$ cat src/rtl/tlb_core.sv
// tlb_core: joint MIPS32-style TLB array behind the data MMU.
// Holds TLBNUM dual-page entries (4 KB pages only; mask is stored but not matched).
// Lookup and read results are registered and appear the cycle after the strobe.
// Lookups and reads in a write cycle see the pre-write entry contents.
module tlb_core #(
  parameter int TLBNUM = 16,
  parameter int IDX_W  = 4
) (
  input  logic             clk,
  input  logic             rst,
  // lookup port
  input  logic             data_tlbReq_i,
  input  logic [18:0]      data_vpn2_i,
  input  logic             data_oddPage_i,
  input  logic [7:0]       data_asid_i,
  output logic             data_hit_o,
  output logic [IDX_W-1:0] data_index_o,
  output logic [19:0]      data_pfn_o,
  output logic [2:0]       data_c_o,
  output logic             data_d_o,
  output logic             data_v_o,
  // write port
  input  logic             w_enbale_i,
  input  logic [IDX_W-1:0] w_index_i,
  input  logic [18:0]      w_vpn2_i,
  input  logic [7:0]       w_asid_i,
  input  logic [11:0]      w_mask_i,
  input  logic             w_g_i,
  input  logic [19:0]      w_pfn0_i,
  input  logic [4:0]       w_flags0_i,
  input  logic [19:0]      w_pfn1_i,
  input  logic [4:0]       w_flags1_i,
  // read port
  input  logic             r_enbale_i,
  input  logic [IDX_W-1:0] r_index_i,
  output logic [18:0]      r_vpn2_o,
  output logic [7:0]       r_asid_o,
  output logic [11:0]      r_mask_o,
  output logic             r_g_o,
  output logic [19:0]      r_pfn0_o,
  output logic [4:0]       r_flags0_o,
  output logic [19:0]      r_pfn1_o,
  output logic [4:0]       r_flags1_o
);

  // entry storage
  logic [TLBNUM-1:0] written_q, written_d;
  logic [TLBNUM-1:0] g_q, g_d;
  logic [18:0]       vpn2_q   [TLBNUM];
  logic [18:0]       vpn2_d   [TLBNUM];
  logic [7:0]        asid_q   [TLBNUM];
  logic [7:0]        asid_d   [TLBNUM];
  logic [11:0]       mask_q   [TLBNUM];
  logic [11:0]       mask_d   [TLBNUM];
  logic [19:0]       pfn0_q   [TLBNUM];
  logic [19:0]       pfn0_d   [TLBNUM];
  logic [4:0]        flags0_q [TLBNUM];
  logic [4:0]        flags0_d [TLBNUM];
  logic [19:0]       pfn1_q   [TLBNUM];
  logic [19:0]       pfn1_d   [TLBNUM];
  logic [4:0]        flags1_q [TLBNUM];
  logic [4:0]        flags1_d [TLBNUM];

  // lookup result registers
  logic             hit_q, hit_d;
  logic [IDX_W-1:0] index_q, index_d;
  logic [19:0]      pfn_q, pfn_d;
  logic [4:0]       flags_q, flags_d;

  // read result registers
  logic [18:0] rd_vpn2_q, rd_vpn2_d;
  logic [7:0]  rd_asid_q, rd_asid_d;
  logic [11:0] rd_mask_q, rd_mask_d;
  logic        rd_g_q, rd_g_d;
  logic [19:0] rd_pfn0_q, rd_pfn0_d;
  logic [4:0]  rd_flags0_q, rd_flags0_d;
  logic [19:0] rd_pfn1_q, rd_pfn1_d;
  logic [4:0]  rd_flags1_q, rd_flags1_d;

  logic [TLBNUM-1:0] match;
  logic [IDX_W-1:0]  match_idx;
  logic [19:0]       sel_pfn;
  logic [4:0]        sel_flags;

  // associative compare; descending scan so the lowest matching index wins
  always_comb begin
    match     = '0;
    match_idx = '0;
    for (int i = 0; i < TLBNUM; i++) begin
      match[i] = written_q[i] && (vpn2_q[i] == data_vpn2_i) &&
                 (g_q[i] || (asid_q[i] == data_asid_i));
    end
    for (int i = TLBNUM - 1; i >= 0; i--) begin
      if (match[i]) match_idx = IDX_W'(i);
    end
  end

  // page select; a miss forces pfn and flags to zero
  always_comb begin
    sel_pfn   = '0;
    sel_flags = '0;
    if (|match) begin
      sel_pfn   = data_oddPage_i ? pfn1_q[match_idx]   : pfn0_q[match_idx];
      sel_flags = data_oddPage_i ? flags1_q[match_idx] : flags0_q[match_idx];
    end
  end

  // lookup result next-state: capture on request, otherwise hold
  always_comb begin
    hit_d   = hit_q;
    index_d = index_q;
    pfn_d   = pfn_q;
    flags_d = flags_q;
    if (data_tlbReq_i) begin
      hit_d   = |match;
      index_d = match_idx;
      pfn_d   = sel_pfn;
      flags_d = sel_flags;
    end
  end

  // read result next-state: capture on read strobe, otherwise hold
  always_comb begin
    rd_vpn2_d   = rd_vpn2_q;
    rd_asid_d   = rd_asid_q;
    rd_mask_d   = rd_mask_q;
    rd_g_d      = rd_g_q;
    rd_pfn0_d   = rd_pfn0_q;
    rd_flags0_d = rd_flags0_q;
    rd_pfn1_d   = rd_pfn1_q;
    rd_flags1_d = rd_flags1_q;
    if (r_enbale_i) begin
      rd_vpn2_d   = vpn2_q[r_index_i];
      rd_asid_d   = asid_q[r_index_i];
      rd_mask_d   = mask_q[r_index_i];
      rd_g_d      = g_q[r_index_i];
      rd_pfn0_d   = pfn0_q[r_index_i];
      rd_flags0_d = flags0_q[r_index_i];
      rd_pfn1_d   = pfn1_q[r_index_i];
      rd_flags1_d = flags1_q[r_index_i];
    end
  end

  // entry next-state: the write strobe replaces one whole entry
  always_comb begin
    written_d = written_q;
    g_d       = g_q;
    vpn2_d    = vpn2_q;
    asid_d    = asid_q;
    mask_d    = mask_q;
    pfn0_d    = pfn0_q;
    flags0_d  = flags0_q;
    pfn1_d    = pfn1_q;
    flags1_d  = flags1_q;
    if (w_enbale_i) begin
      written_d[w_index_i] = 1'b1;
      g_d[w_index_i]       = w_g_i;
      vpn2_d[w_index_i]    = w_vpn2_i;
      asid_d[w_index_i]    = w_asid_i;
      mask_d[w_index_i]    = w_mask_i;
      pfn0_d[w_index_i]    = w_pfn0_i;
      flags0_d[w_index_i]  = w_flags0_i;
      pfn1_d[w_index_i]    = w_pfn1_i;
      flags1_d[w_index_i]  = w_flags1_i;
    end
  end

  // all state registers; reset invalidates every entry and clears outputs
  always_ff @(posedge clk or negedge rst) begin
    if (!rst) begin
      written_q   <= '0;
      g_q         <= '0;
      for (int i = 0; i < TLBNUM; i++) begin
        vpn2_q[i]   <= '0;
        asid_q[i]   <= '0;
        mask_q[i]   <= '0;
        pfn0_q[i]   <= '0;
        flags0_q[i] <= '0;
        pfn1_q[i]   <= '0;
        flags1_q[i] <= '0;
      end
      hit_q       <= 1'b0;
      index_q     <= '0;
      pfn_q       <= '0;
      flags_q     <= '0;
      rd_vpn2_q   <= '0;
      rd_asid_q   <= '0;
      rd_mask_q   <= '0;
      rd_g_q      <= 1'b0;
      rd_pfn0_q   <= '0;
      rd_flags0_q <= '0;
      rd_pfn1_q   <= '0;
      rd_flags1_q <= '0;
    end else begin
      written_q   <= written_d;
      g_q         <= g_d;
      vpn2_q      <= vpn2_d;
      asid_q      <= asid_d;
      mask_q      <= mask_d;
      pfn0_q      <= pfn0_d;
      flags0_q    <= flags0_d;
      pfn1_q      <= pfn1_d;
      flags1_q    <= flags1_d;
      hit_q       <= hit_d;
      index_q     <= index_d;
      pfn_q       <= pfn_d;
      flags_q     <= flags_d;
      rd_vpn2_q   <= rd_vpn2_d;
      rd_asid_q   <= rd_asid_d;
      rd_mask_q   <= rd_mask_d;
      rd_g_q      <= rd_g_d;
      rd_pfn0_q   <= rd_pfn0_d;
      rd_flags0_q <= rd_flags0_d;
      rd_pfn1_q   <= rd_pfn1_d;
      rd_flags1_q <= rd_flags1_d;
    end
  end

  assign data_hit_o   = hit_q;
  assign data_index_o = index_q;
  assign data_pfn_o   = pfn_q;
  assign data_c_o     = flags_q[4:2];
  assign data_d_o     = flags_q[1];
  assign data_v_o     = flags_q[0];

  assign r_vpn2_o   = rd_vpn2_q;
  assign r_asid_o   = rd_asid_q;
  assign r_mask_o   = rd_mask_q;
  assign r_g_o      = rd_g_q;
  assign r_pfn0_o   = rd_pfn0_q;
  assign r_flags0_o = rd_flags0_q;
  assign r_pfn1_o   = rd_pfn1_q;
  assign r_flags1_o = rd_flags1_q;

endmodule

$ cat config.mk
export PLATFORM = sky130hd
export DESIGN_NAME = tlb_core
export DESIGN_NICKNAME = d
export VERILOG_FILES = /design/src/rtl/tlb_core.sv
export SDC_FILE = /design/constraint.sdc
export NUM_CORES = 2
export LEC_CHECK = 0
export BUFFER_PORTS_ARGS = -buffer_cell sky130_fd_sc_hd__buf_2
export CORE_ASPECT_RATIO = 0.75
export CORE_MARGIN = 3
export CORE_UTILIZATION = 60
export CTS_BUF_LIST = sky130_fd_sc_hd__clkbuf_8
export DETAILED_ROUTE_END_ITERATION = 8
export HOLD_SLACK_MARGIN = 0.08
export PLACE_DENSITY = 0.83
export SYNTH_ARGS = -nofsm -noshare
export SYNTH_HDL_FRONTEND = slang
export SYNTH_SLANG_ARGS = --single-unit
$ cat constraint.sdc
create_clock -name clk -period 6.6 [get_ports clk]
set_input_delay 1.98 -clock clk [delete_from_list [all_inputs] [get_ports clk]]
set_output_delay 1.98 -clock clk [all_outputs]
set_load 0.1 [all_outputs]
==> flow_metrics.py <==
metrics = {
    "outcome": {
        "status": "finished clean",
    },
    "critical_path": {
        "path_class": "input pin to flip-flop",
        "endpoint_kind": "flip-flop",
        "slowest_delay_ps": 780,
        "crit_fanout": 20,
        "crit_top_cell": "buf_12",
        "critical_path.top_delay_family": "simple AND/OR/NAND/NOR gates",
        "crit_required_ps": 7470,
        "crit_arrival_ps": 7090,
        "cpMaxStageDelayCell": "nor3_1",
        "crit_chain": "buf_2 -> buf_4 -> xor2_1 -> nor4_1 -> a21oi_1 -> or4_1 -> o211ai_2 -> a311oi_1 -> o41ai_4 -> buf_12 -> buf_12 -> buf_12 -> mux2i_1 -> o22ai_1 -> nor3_1 -> nor3_1 -> buf_4 -> a32o_1",
        "critPathLaunchType": "input pin",
        "critical_path_buf_inv_count": 6,
    },
    "logic_synthesis": {
        "synth_area_mm2": 0.0817,
        "synth-seq-cells": 1576,
        "synth_simple_gate_area_share": 0.0394,
        "synth_flop_cell": "dfrtp_1",
        "synth_edf_count": 0,
        "synth_compound_area_frac": 0.0181,
        "synthArstFlopShare": 1.00,
        "synth.area.mux_share": 0.384,
        "syn_area_per_cell_um2": 14.3,
        "synth_cell_types": 50,
        "synth_top_family_by_area": "multiplexers",
        "yosysWarnings": 0,
        "synth_xor_area_frac": 0.0463,
        "synth_nets": 5855,
        "synthAdderAreaFrac": 0,
        "synth-seq-area-share": 0.483,
        "netlist_instances": 5724,
    },
    "drt": {
        "drtIter0Drc": 6493,
        "viasPerCell": 6.87,
        "drc_errors": 0,
        "firstDrtPassIters": 7,
        "vias": 55523,
        "wl_um": 269000,
        "ant_nets": 0,
        "wl_per_cell_um": 33.2,
    },
    "power": {
        "swShare": 0.347,
        "power_density_mw_per_mm2": 337,
        "finalPower_mw": 31.0,
        "leakage_nw": 38.4,
        "clockPowerShare": 0.273,
        "pwr-share-seq": 0.449,
        "power.switching_mw": 10.8,
        "vdd_ir_drop_max_mv": 0.310,
        "p_comb_frac": 0.278,
        "internal-power_mw": 20.2,
    },
    "global_routing": {
        "antenna_found_initial": 34,
        "grt_pass1_wl_um": 395000,
        "grtUsageTotal": 0.384,
        "grt_overflow": 0,
        "grt_pass1_vias": 56444,
        "grt_max_degree": 164,
    },
    "die": {
        "start_util": 0.609,
        "core_mm2": 0.134,
        "io_pins": 251,
        "die_w_um": 432,
        "die_y_um": 326,
        "num_rows": 116,
        "dieArea_mm2": 0.141,
    },
    "clock_network": {
        "cts_tree": "yes",
        "cts-hold-fix-buffers": 0,
        "cts_sinks": 1576,
        "worstSkewPairLatency_ps": 1000,
        "numCtsBuffers": 234,
        "cts.clk_slew.worst_paths_ps": 70,
        "cts-root-buf": "clkbuf_8",
        "ctsHtreeMaxLevel": 4,
        "cts_buffer_depth": 3,
    },
    "place": {
        "gp_congestion": 1.04,
        "dp_slack_ps": -664,
        "port_buffers": 250,
        "post-dp-hpwl_um": 178000,
    },
    "timing": {
        "finalSetupTns_ps": 0,
        "fin_crit_ps": 6210,
        "slew_viol_final": 0,
        "tightest_slew_ps": 1480,
        "post-route-period-util": 0.941,
        "finalHoldViolations": 0,
        "slew_headroom": 0.0131,
        "clock_skew_ps": 42.2,
        "finalSetupViolCount": 0,
        "rsz0062_at_grt": "no",
        "setup_slack_ps": 387,
        "fmax_ghz": 0.161,
        "holdWs_ps": 498,
    },
    "layout": {
        "areaGrowthSynthToFinish_pct": 12.6,
        "fin_util": 0.685,
        "nets": 6225,
        "final_layout_size_suffix_gt1_frac": 0.481,
    },
    "flow_run": {
        "maxCapViolations": 0,
    },
    "hold_path": {
        "holdCritPathClass": "flip-flop to flip-flop",
    },
}
## registers in the layout (all words and copies together) (netlist names)
register / flops
r_pfn1_o: 20
r_mask_o: 12
flags1_q: 80
r_pfn0_o: 20
data_pfn_o: 20
r_flags1_o: 5
g_q: 16
flags_q: 5
asid_q: 128
r_flags0_o: 5
vpn2_q: 304
pfn0_q: 320
pfn1_q: 320
mask_q: 192
written_q: 16
data_index_o: 4
data_hit_o: 1
r_vpn2_o: 19
flags0_q: 80
r_asid_o: 8
r_g_o: 1
## area by class of cell
type	instances	area, um2
diodes	29	72.6
flip-flops and latches	1576	39400
multi-input cells	3637	40100
clock inverters	132	893
well taps	1770	2210
inverters	2	7.51
clock buffers	296	4070
fillers	9102	42300
repair buffers	643	5230
## final timing paths
kind,slack [ps],to,cells past startpoint,from
worst min-delay path,500,written_q[2]$_DFFE_PN0P_,1,written_q[2]$_DFFE_PN0P_
worst max-delay path,390,data_pfn_o[6]$_DFFE_PN0P_,18,data_asid_i[2]
min in group asynchronous,980,asid_q[98]$_DFFE_PN0P_,1,rst
worst min register to register,500,written_q[2]$_DFFE_PN0P_,1,written_q[2]$_DFFE_PN0P_
max in group asynchronous,4150,flags0_q[15]$_DFFE_PN0P_,2,rst
worst max register to register,1260,data_pfn_o[6]$_DFFE_PN0P_,16,vpn2_q[87]$_DFFE_PN0P_
## worst reg2reg max path: stages (launching register included)
cell and delay [ps]:
dfrtp_1 450, xor2_1 190, nor4_1 460, nand3_1 360, or4_4 640, o211ai_2 110, a311oi_1 180, o41ai_4 460
buf_12 240, buf_12 170, buf_12 200, mux2i_1 300, o22ai_1 120, nor3_1 780, nor3_1 150, buf_4 180
a32o_1 250
## stage by stage
stage,instance area [um2],cells
after floorplan,81700,5724
after global placement,86900,7628
after detailed placement,86900,7628
after CTS,91900,8056
after global routing,92000,8076
final,92000,8085
## cell families after synthesis
group	count (synthesis)
xor+xnor	432
buf+inv	511
mux	2382
flops	1576
compound gates	235
simple gates	588
## per-layer routing
layer | GRT usage | routed length [um] | vias to the layer above
met1 | 0.557 | 112000 | 29422
met4 | 0.140 | 9590 | 4
li1 | - | - | 22295
met2 | 0.528 | 115000 | 3240
met5 | 0 | 26 | -
met3 | 0.144 | 32900 | 562
## cell usage after synthesis (74+ instances only)
library cell,n,area (um2)
dfrtp_1,1576,39400
mux2_2,1532,17300
mux4_2,450,10100
mux2i_1,400,4000
clkbuf_1,372,1400
xor2_1,326,2860
nor4_1,156,976
nor2_1,149,559
xnor2_1,106,928
o22ai_1,100,626
nor3_1,97,485
o21ai_0,74,370
## cell usage in the layout (no fill, tap or decap), types with 106 or more instances in the layout
master / instances
nor4_1: 155
buf_2: 244
dfrtp_1: 1576
clkbuf_8: 297
nor2_1: 139
mux2i_1: 400
xor2_1: 326
mux2_2: 1532
xnor2_1: 106
buf_4: 315
mux4_2: 450
## repair_timing
| action | CTS | global route |
|---|---|---|
| resized for setup | 0 | 1 |
| buffers inserted | 0 | 0 |
| endpoints found under the setup margin | 0 | 1 |
| endpoints found under the hold margin | 0 | 0 |
## power by group through the flow
| stage | Clock [mW] | Combinational (mW) | Sequential [mW] |
|---|---|---|---|
| floorplan | 0 | 4.68 | 14.8 |
| global placement | 0 | 8.28 | 13.8 |
| detailed placement | 0 | 8.48 | 14.0 |
| CTS | 8.54 | 8.51 | 13.8 |
| global route | 8.97 | 9.02 | 14.1 |
| finish | 8.48 | 8.62 | 13.9 |
Note: power is estimated with default switching activity, not from simulation.
